--- config.mk ---
export PLATFORM = sky130hd
export DESIGN_NAME = ifu_flat
export DESIGN_NICKNAME = d
export VERILOG_FILES = /design/src/rtl/ifu_pkg.sv /design/src/rtl/ifu_if.sv /design/src/rtl/ifu_fetch_queue.sv /design/src/rtl/ifu.sv /design/src/flat_wrapper.sv
export SDC_FILE = /design/constraint.sdc
export NUM_CORES = 1
export LEC_CHECK = 0
export CELL_PAD_IN_SITES_DETAIL_PLACEMENT = 0
export CELL_PAD_IN_SITES_GLOBAL_PLACEMENT = 1
export CORE_MARGIN = 2
export CORE_UTILIZATION = 38
export CTS_CLUSTER_SIZE = 8
export DETAILED_ROUTE_END_ITERATION = 7
export HOLD_SLACK_MARGIN = 0.03
export MAX_ROUTING_LAYER = met4
export PLACE_DENSITY = 0.75
export SYNTH_ARGS = -nofsm -noshare
export SYNTH_HDL_FRONTEND = slang
export SYNTH_SLANG_ARGS = --single-unit
--- constraint.sdc ---
create_clock -name clk -period 2.66 [get_ports clk]
set_clock_uncertainty 0.05 [all_clocks]
set_input_delay 0.798 -clock clk [delete_from_list [all_inputs] [get_ports clk]]
set_output_delay 0.798 -clock clk [all_outputs]
set_load 0.02 [all_outputs]
--- src/rtl/ifu_pkg.sv ---
// Shared fetch-unit types: global widths, fetch-queue depth and queue entry layout.
package ifu_pkg;

  localparam int unsigned XLEN         = 32;
  localparam int unsigned INSTR_LEN    = 32;
  localparam int unsigned IFU_FQ_DEPTH = 2;

  typedef struct packed {
    logic [INSTR_LEN-1:0] instr;
    logic [XLEN-1:0]      tag;
  } ifu_fq_entry_t;

  // Force an address onto a word boundary.
  function automatic logic [XLEN-1:0] ifu_align(input logic [XLEN-1:0] addr);
    return {addr[XLEN-1:2], 2'b00};
  endfunction

endpackage

--- src/rtl/ifu_if.sv ---
// Fetch-unit bus bundle: instruction-memory request/response plus the decode-side port.
interface ifu_if;
  import ifu_pkg::*;

  logic                 imem_req_valid;
  logic [XLEN-1:0]      imem_req_addr;
  logic                 imem_req_ready;
  logic                 imem_rsp_valid;
  logic [INSTR_LEN-1:0] imem_rsp_data;
  logic                 pipe_stall;
  logic                 pipe_flush;
  logic [XLEN-1:0]      flush_pc;
  logic [INSTR_LEN-1:0] instr;
  logic                 instr_valid;
  logic [XLEN-1:0]      instr_tag;

  modport master (
    output imem_req_valid, imem_req_addr, instr, instr_valid, instr_tag,
    input  imem_req_ready, imem_rsp_valid, imem_rsp_data, pipe_stall, pipe_flush, flush_pc
  );

  modport slave (
    input  imem_req_valid, imem_req_addr, instr, instr_valid, instr_tag,
    output imem_req_ready, imem_rsp_valid, imem_rsp_data, pipe_stall, pipe_flush, flush_pc
  );

endinterface

--- src/rtl/ifu_fetch_queue.sv ---
// Shifting fetch queue: entry 0 is always the head, so the head is a plain register.
module ifu_fetch_queue
  import ifu_pkg::*;
#(
  parameter  int unsigned DEPTH = IFU_FQ_DEPTH,
  localparam int unsigned CW    = $clog2(DEPTH + 1)
) (
  input  logic          clk,
  input  logic          rstn,
  input  logic          push,
  input  ifu_fq_entry_t push_data,
  input  logic          pop,
  input  logic          flush,
  output logic [CW-1:0] count,
  output ifu_fq_entry_t head
);

  ifu_fq_entry_t mem_q [DEPTH];
  ifu_fq_entry_t mem_d [DEPTH];
  logic [CW-1:0] count_q;
  logic [CW-1:0] count_d;
  logic [CW-1:0] wr_idx;
  logic          do_pop;
  logic          do_push;

  // Next-state: shift on pop, write behind the surviving entries on push; flush empties.
  always_comb begin
    mem_d   = mem_q;
    count_d = count_q;
    do_pop  = pop && (count_q != '0);
    do_push = push && ((count_q != CW'(DEPTH)) || do_pop);
    wr_idx  = count_q - CW'(do_pop);
    if (do_pop) begin
      for (int i = 0; i < int'(DEPTH) - 1; i++) begin
        mem_d[i] = mem_q[i+1];
      end
    end
    if (do_push) begin
      for (int i = 0; i < int'(DEPTH); i++) begin
        if (CW'(i) == wr_idx) begin
          mem_d[i] = push_data;
        end
      end
    end
    if (flush) begin
      count_d = '0;
    end else begin
      count_d = count_q + CW'(do_push) - CW'(do_pop);
    end
  end

  // Queue storage and occupancy.
  always_ff @(posedge clk or negedge rstn) begin
    if (!rstn) begin
      count_q <= '0;
      for (int i = 0; i < int'(DEPTH); i++) begin
        mem_q[i] <= '0;
      end
    end else begin
      count_q <= count_d;
      mem_q   <= mem_d;
    end
  end

  assign count = count_q;
  assign head  = mem_q[0];

endmodule

--- src/rtl/ifu.sv ---
// Instruction fetch unit: credit-limited PC fetch, in-order tag matching, flush with stale-response drop.
module ifu
  import ifu_pkg::*;
#(
  parameter logic [XLEN-1:0] RESET_VECTOR = 32'h0000_0000,
  parameter int unsigned     FQ_DEPTH     = IFU_FQ_DEPTH
) (
  input logic   clk,
  input logic   rstn,
  ifu_if.master bus
);

  localparam int unsigned CW  = $clog2(FQ_DEPTH + 1);
  localparam int unsigned CW1 = CW + 1;
  localparam int unsigned PW  = (FQ_DEPTH > 1) ? $clog2(FQ_DEPTH) : 1;

  logic [XLEN-1:0] pc_q;
  logic [CW-1:0]   outstanding_q;
  logic [CW-1:0]   drop_q;
  logic [CW-1:0]   outstanding_rsp;
  logic [CW-1:0]   fq_count;
  logic [XLEN-1:0] tag_mem_q [FQ_DEPTH];
  logic [PW-1:0]   tag_wr_q;
  logic [PW-1:0]   tag_rd_q;
  logic            credit;
  logic            req_valid;
  logic            req_fire;
  logic            rsp_drop;
  logic            fq_push;
  logic            fq_pop;
  ifu_fq_entry_t   fq_push_data;
  ifu_fq_entry_t   fq_head;

  // Circular pointer step for the request-tag FIFO.
  function automatic logic [PW-1:0] ptr_inc(input logic [PW-1:0] p);
    return (p == PW'(FQ_DEPTH - 1)) ? '0 : p + PW'(1);
  endfunction

  // Request credit, handshake, response routing and queue control.
  always_comb begin
    credit          = (CW1'(outstanding_q) + CW1'(fq_count)) < CW1'(FQ_DEPTH);
    req_valid       = rstn && !bus.pipe_flush && credit;
    req_fire        = req_valid && bus.imem_req_ready;
    rsp_drop        = bus.imem_rsp_valid && (drop_q != '0);
    outstanding_rsp = outstanding_q - CW'(bus.imem_rsp_valid);
    fq_push         = bus.imem_rsp_valid && !rsp_drop && !bus.pipe_flush;
    fq_pop          = bus.instr_valid && !bus.pipe_stall && !bus.pipe_flush;
    fq_push_data.instr = bus.imem_rsp_data;
    fq_push_data.tag   = tag_mem_q[tag_rd_q];
  end

  // Fetch PC, in-flight count and post-flush drop count.
  always_ff @(posedge clk or negedge rstn) begin
    if (!rstn) begin
      pc_q          <= RESET_VECTOR;
      outstanding_q <= '0;
      drop_q        <= '0;
    end else begin
      outstanding_q <= outstanding_rsp + CW'(req_fire);
      if (bus.pipe_flush) begin
        pc_q   <= ifu_align(bus.flush_pc);
        drop_q <= outstanding_rsp;
      end else begin
        if (req_fire) pc_q <= pc_q + XLEN'(4);
        if (rsp_drop) drop_q <= drop_q - CW'(1);
      end
    end
  end

  // Request PCs in issue order; every response, kept or dropped, retires one.
  always_ff @(posedge clk or negedge rstn) begin
    if (!rstn) begin
      tag_wr_q <= '0;
      tag_rd_q <= '0;
      for (int i = 0; i < int'(FQ_DEPTH); i++) begin
        tag_mem_q[i] <= '0;
      end
    end else begin
      if (req_fire) begin
        tag_mem_q[tag_wr_q] <= pc_q;
        tag_wr_q            <= ptr_inc(tag_wr_q);
      end
      if (bus.imem_rsp_valid) tag_rd_q <= ptr_inc(tag_rd_q);
    end
  end

  ifu_fetch_queue #(.DEPTH(FQ_DEPTH)) u_fq (
    .clk       (clk),
    .rstn      (rstn),
    .push      (fq_push),
    .push_data (fq_push_data),
    .pop       (fq_pop),
    .flush     (bus.pipe_flush),
    .count     (fq_count),
    .head      (fq_head)
  );

  assign bus.imem_req_valid = req_valid;
  assign bus.imem_req_addr  = pc_q;
  assign bus.instr          = fq_head.instr;
  assign bus.instr_tag      = fq_head.tag;
  assign bus.instr_valid    = (fq_count != '0);

endmodule

--- src/flat_wrapper.sv ---
// flat-port wrapper written by rule: the top's interface ports become plain ports
module ifu_flat import ifu_pkg::*;
#(
  parameter logic [XLEN-1:0] RESET_VECTOR = 32'h0000_0000,
  parameter int unsigned     FQ_DEPTH     = IFU_FQ_DEPTH
)
  (clk, rstn, bus_imem_req_valid, bus_imem_req_addr, bus_instr, bus_instr_valid, bus_instr_tag, bus_imem_req_ready, bus_imem_rsp_valid, bus_imem_rsp_data, bus_pipe_stall, bus_pipe_flush, bus_flush_pc);
  ifu_if bus_i ();
  input logic clk;
  input logic rstn;
  output wire logic [$bits(bus_i.imem_req_valid)-1:0] bus_imem_req_valid;
  output wire logic [$bits(bus_i.imem_req_addr)-1:0] bus_imem_req_addr;
  output wire logic [$bits(bus_i.instr)-1:0] bus_instr;
  output wire logic [$bits(bus_i.instr_valid)-1:0] bus_instr_valid;
  output wire logic [$bits(bus_i.instr_tag)-1:0] bus_instr_tag;
  input wire logic [$bits(bus_i.imem_req_ready)-1:0] bus_imem_req_ready;
  input wire logic [$bits(bus_i.imem_rsp_valid)-1:0] bus_imem_rsp_valid;
  input wire logic [$bits(bus_i.imem_rsp_data)-1:0] bus_imem_rsp_data;
  input wire logic [$bits(bus_i.pipe_stall)-1:0] bus_pipe_stall;
  input wire logic [$bits(bus_i.pipe_flush)-1:0] bus_pipe_flush;
  input wire logic [$bits(bus_i.flush_pc)-1:0] bus_flush_pc;
  assign bus_imem_req_valid = bus_i.imem_req_valid;
  assign bus_imem_req_addr = bus_i.imem_req_addr;
  assign bus_instr = bus_i.instr;
  assign bus_instr_valid = bus_i.instr_valid;
  assign bus_instr_tag = bus_i.instr_tag;
  assign bus_i.imem_req_ready = bus_imem_req_ready;
  assign bus_i.imem_rsp_valid = bus_imem_rsp_valid;
  assign bus_i.imem_rsp_data = bus_imem_rsp_data;
  assign bus_i.pipe_stall = bus_pipe_stall;
  assign bus_i.pipe_flush = bus_pipe_flush;
  assign bus_i.flush_pc = bus_flush_pc;
  ifu #(.RESET_VECTOR(RESET_VECTOR), .FQ_DEPTH(FQ_DEPTH)) u_core (.clk(clk), .rstn(rstn), .bus(bus_i));
endmodule
==> impl_metrics.ini <==
[run_status]
outcome = finished, violations left
violations = negative setup slack

[clock_tree]
cts_buffers = 31
cts_max_level = 1
clock-sinks = 224
root_buffer = clkbuf_16
clkLatencyLatePin_ps = 540
cts_setup_buffers = 0
cts_tree = built
cts_max_path_buffers = 3
clk_pin_slew_worst_paths_ps = 50

[timing]
period_share = 1.103
max_freq_mhz = 340.8
hold_viol = 0
drv_slew = 0
final.min_clock_period_ps = 2934
rsz0062_at_grt = yes
slew-limit-headroom = 0.2527
setup_ws_ps = -273.9
setup_viol = 1
tightest_slew_ps = 1121

[synth]
yosys.area.top_type = dfrtp_1
synth_common_cells = dfrtp_1 (224), nand2_1 (168), mux2_2 (78)
synth.most_common_cell = dfrtp_1
synth_top_area_share = 0.5345
ys_seq_area_frac = 0.5345
synthArstFlopShare = 1.000
avgSynthCellArea_um2 = 10.91
synth_seq_cells = 224
yosys_warnings = 0
synthesis.area_um2 = 10490
synth_edf_count = 0
synth.distinct_cells = 52
yosys-top-cells-area = dfrtp_1 (53%), mux2_2 (8.4%), nand2_1 (6.0%)
dominantRegCellSynth = dfrtp_1
synthCells = 961

[die]
die_h_um = 170.1
core_um2 = 27030
initial_core_util = 0.3880
dieArea_um2 = 28940
ios = 168
die_w_um = 170.1
fp-row-count = 60

[global_routing]
grt_pass1_wl_mm = 38.74
grt_overflow = 0
antenna_found_initial = 0
grt.total_usage = 0.1717
grt_max_degree = 204
grt_pass1_vias = 7182

[routing]
drc = 0
first_iter_violations = 397
via_per_inst = 5.035
final_antenna_net_count = 0
firstDrtPassIters = 7
routed_wl_mm = 23.88
avgRoutedWirePerCell_um = 16.70
vias = 7200

[critical_path]
worstSetupEndpointType = output pin
startpoint_type = flop
path_class = flop to output pin
crit_arrival_ps = 2090
cp.required_ps = 1810
critPathMaxFanout = 2

[layout]
antenna_cells = 0
final_util = 0.4859
final_nets = 1168
drive_above_1_share = 0.1791
syn_to_final_growth_pct = 25.24

[placement]
hpwl_mm = 16.02
place_worst_setup_slack_ps = -342.2
port_buffers = 163
gp_congestion = 0.8719

[pwr]
power.total_uw = 13200
peakVddDrop_v = 0.0004988
p_per_area_nw_per_um2 = 1005
leakage_uw = 0.005918

[hold_path]
hold_path_class = primary input to asynchronous set/reset pin

[job]
cap_violations = 0
state kept, by name, summed over array words and instances (netlist names):
signal                    flops
u_core.outstanding_q          2
u_core.tag_rd_q               1
u_core.u_fq.count             2
u_core.tag_mem_q             60
u_core.tag_wr_q               1
u_core.u_fq.mem_q            62
u_core.bus.imem_req_addr     30
u_core.u_fq.head             64
u_core.drop_q                 2
routing by layer:
layer | GRT usage | wire length [um]
met1 | 0.2479 | 11830
met2 | 0.2526 | 10330
met3 | 0.02791 | 1260
met4 | 0.04311 | 459
met5 | - | 0
metrics by stage:
step	instances	instance area (um^2)	hold WS (ps)	setup TNS [ps]
final	1430	13130	309.1	-273.9
after detailed placement	1398	12340	408.6	-34700
after floorplan	962	10550	392.8	-1457
after CTS	1430	13120	293.4	-301.5
after global routing	1430	13130	322.1	-352.1
after global placement	1398	12340	404.3	-31290
area by class of cell:
type	instances	area, um^2
clock buffers	31	775.7
flip-flops and latches	224	5612
repair buffers	216	2163
multi-input cells	602	4084
well taps	341	426.7
fillers	2486	13890
inverters	15	62.56
clock inverters	1	8.758
where the power goes:
part	switching [uW]	leakage, uW	internal [uW]
combinational	2130	0.00266	2250
sequential	749	0.00287	4730
clock	1320	0.000387	2020
worst max-delay path: stages (launching register included):
cell and delay (ps):
dfrtp_1 350, inv_2 50, nor2_4 90, fa_2 470, nor4b_4 380, buf_4 210
cell families (layout without fill, tap and decap cells):
family,after synthesis,count (layout),synth area share
simple gates,283,283,0.1250
flops,224,224,0.5345
mux,147,147,0.1542
compound gates,140,140,0.07612
buf+inv,136,263,0.08113
xor+xnor,22,22,0.01838
fa+ha+maj,8,8,0.01026
other cells,1,2,0.0003576
worst paths after layout:
| path | from | end | slack, ps | cells after the start |
|---|---|---|---|---|
| max in group asynchronous | rstn | u_core.u_fq.mem_q[60] | 1190 | 3 |
| min in group clk | u_core.tag_rd_q | u_core.tag_rd_q | 420 | 1 |
| setup / recovery | u_core.u_fq.count[0] | bus_imem_req_valid | -270 | 5 |
| setup reg to reg | u_core.u_fq.count[0] | u_core.tag_mem_q[50] | 130 | 10 |
| hold reg to reg | u_core.tag_rd_q | u_core.tag_rd_q | 420 | 1 |
| hold / removal | rstn | u_core.bus.imem_req_addr[16] | 310 | 3 |
layout by cell type (no fill, tap or decap), types with 4 or more instances in the layout:
master	instances
a31oi_1	34
and3_1	6
buf_12	11
buf_4	43
clkbuf_16	31
clkdlybuf4s50_1	159
dfrtp_1	219
dfrtp_2	5
ha_1	6
inv_1	10
mux2_1	36
mux2_2	78
mux2i_1	31
nand2_1	168
nand2b_1	6
nand3_1	11
nand3b_1	5
nand4_1	14
nor2_1	42
nor3_1	5
o211ai_1	4
o21ai_0	74
o21ai_1	14
o311ai_0	5
xnor2_1	8
xor2_1	13
timing repair:
action,CTS,global route
hold buffers,0,0
gates resized for setup,9,8
setup endpoints to repair,3,7
pin swaps,0,3
Power figures use the tool's default switching activity.
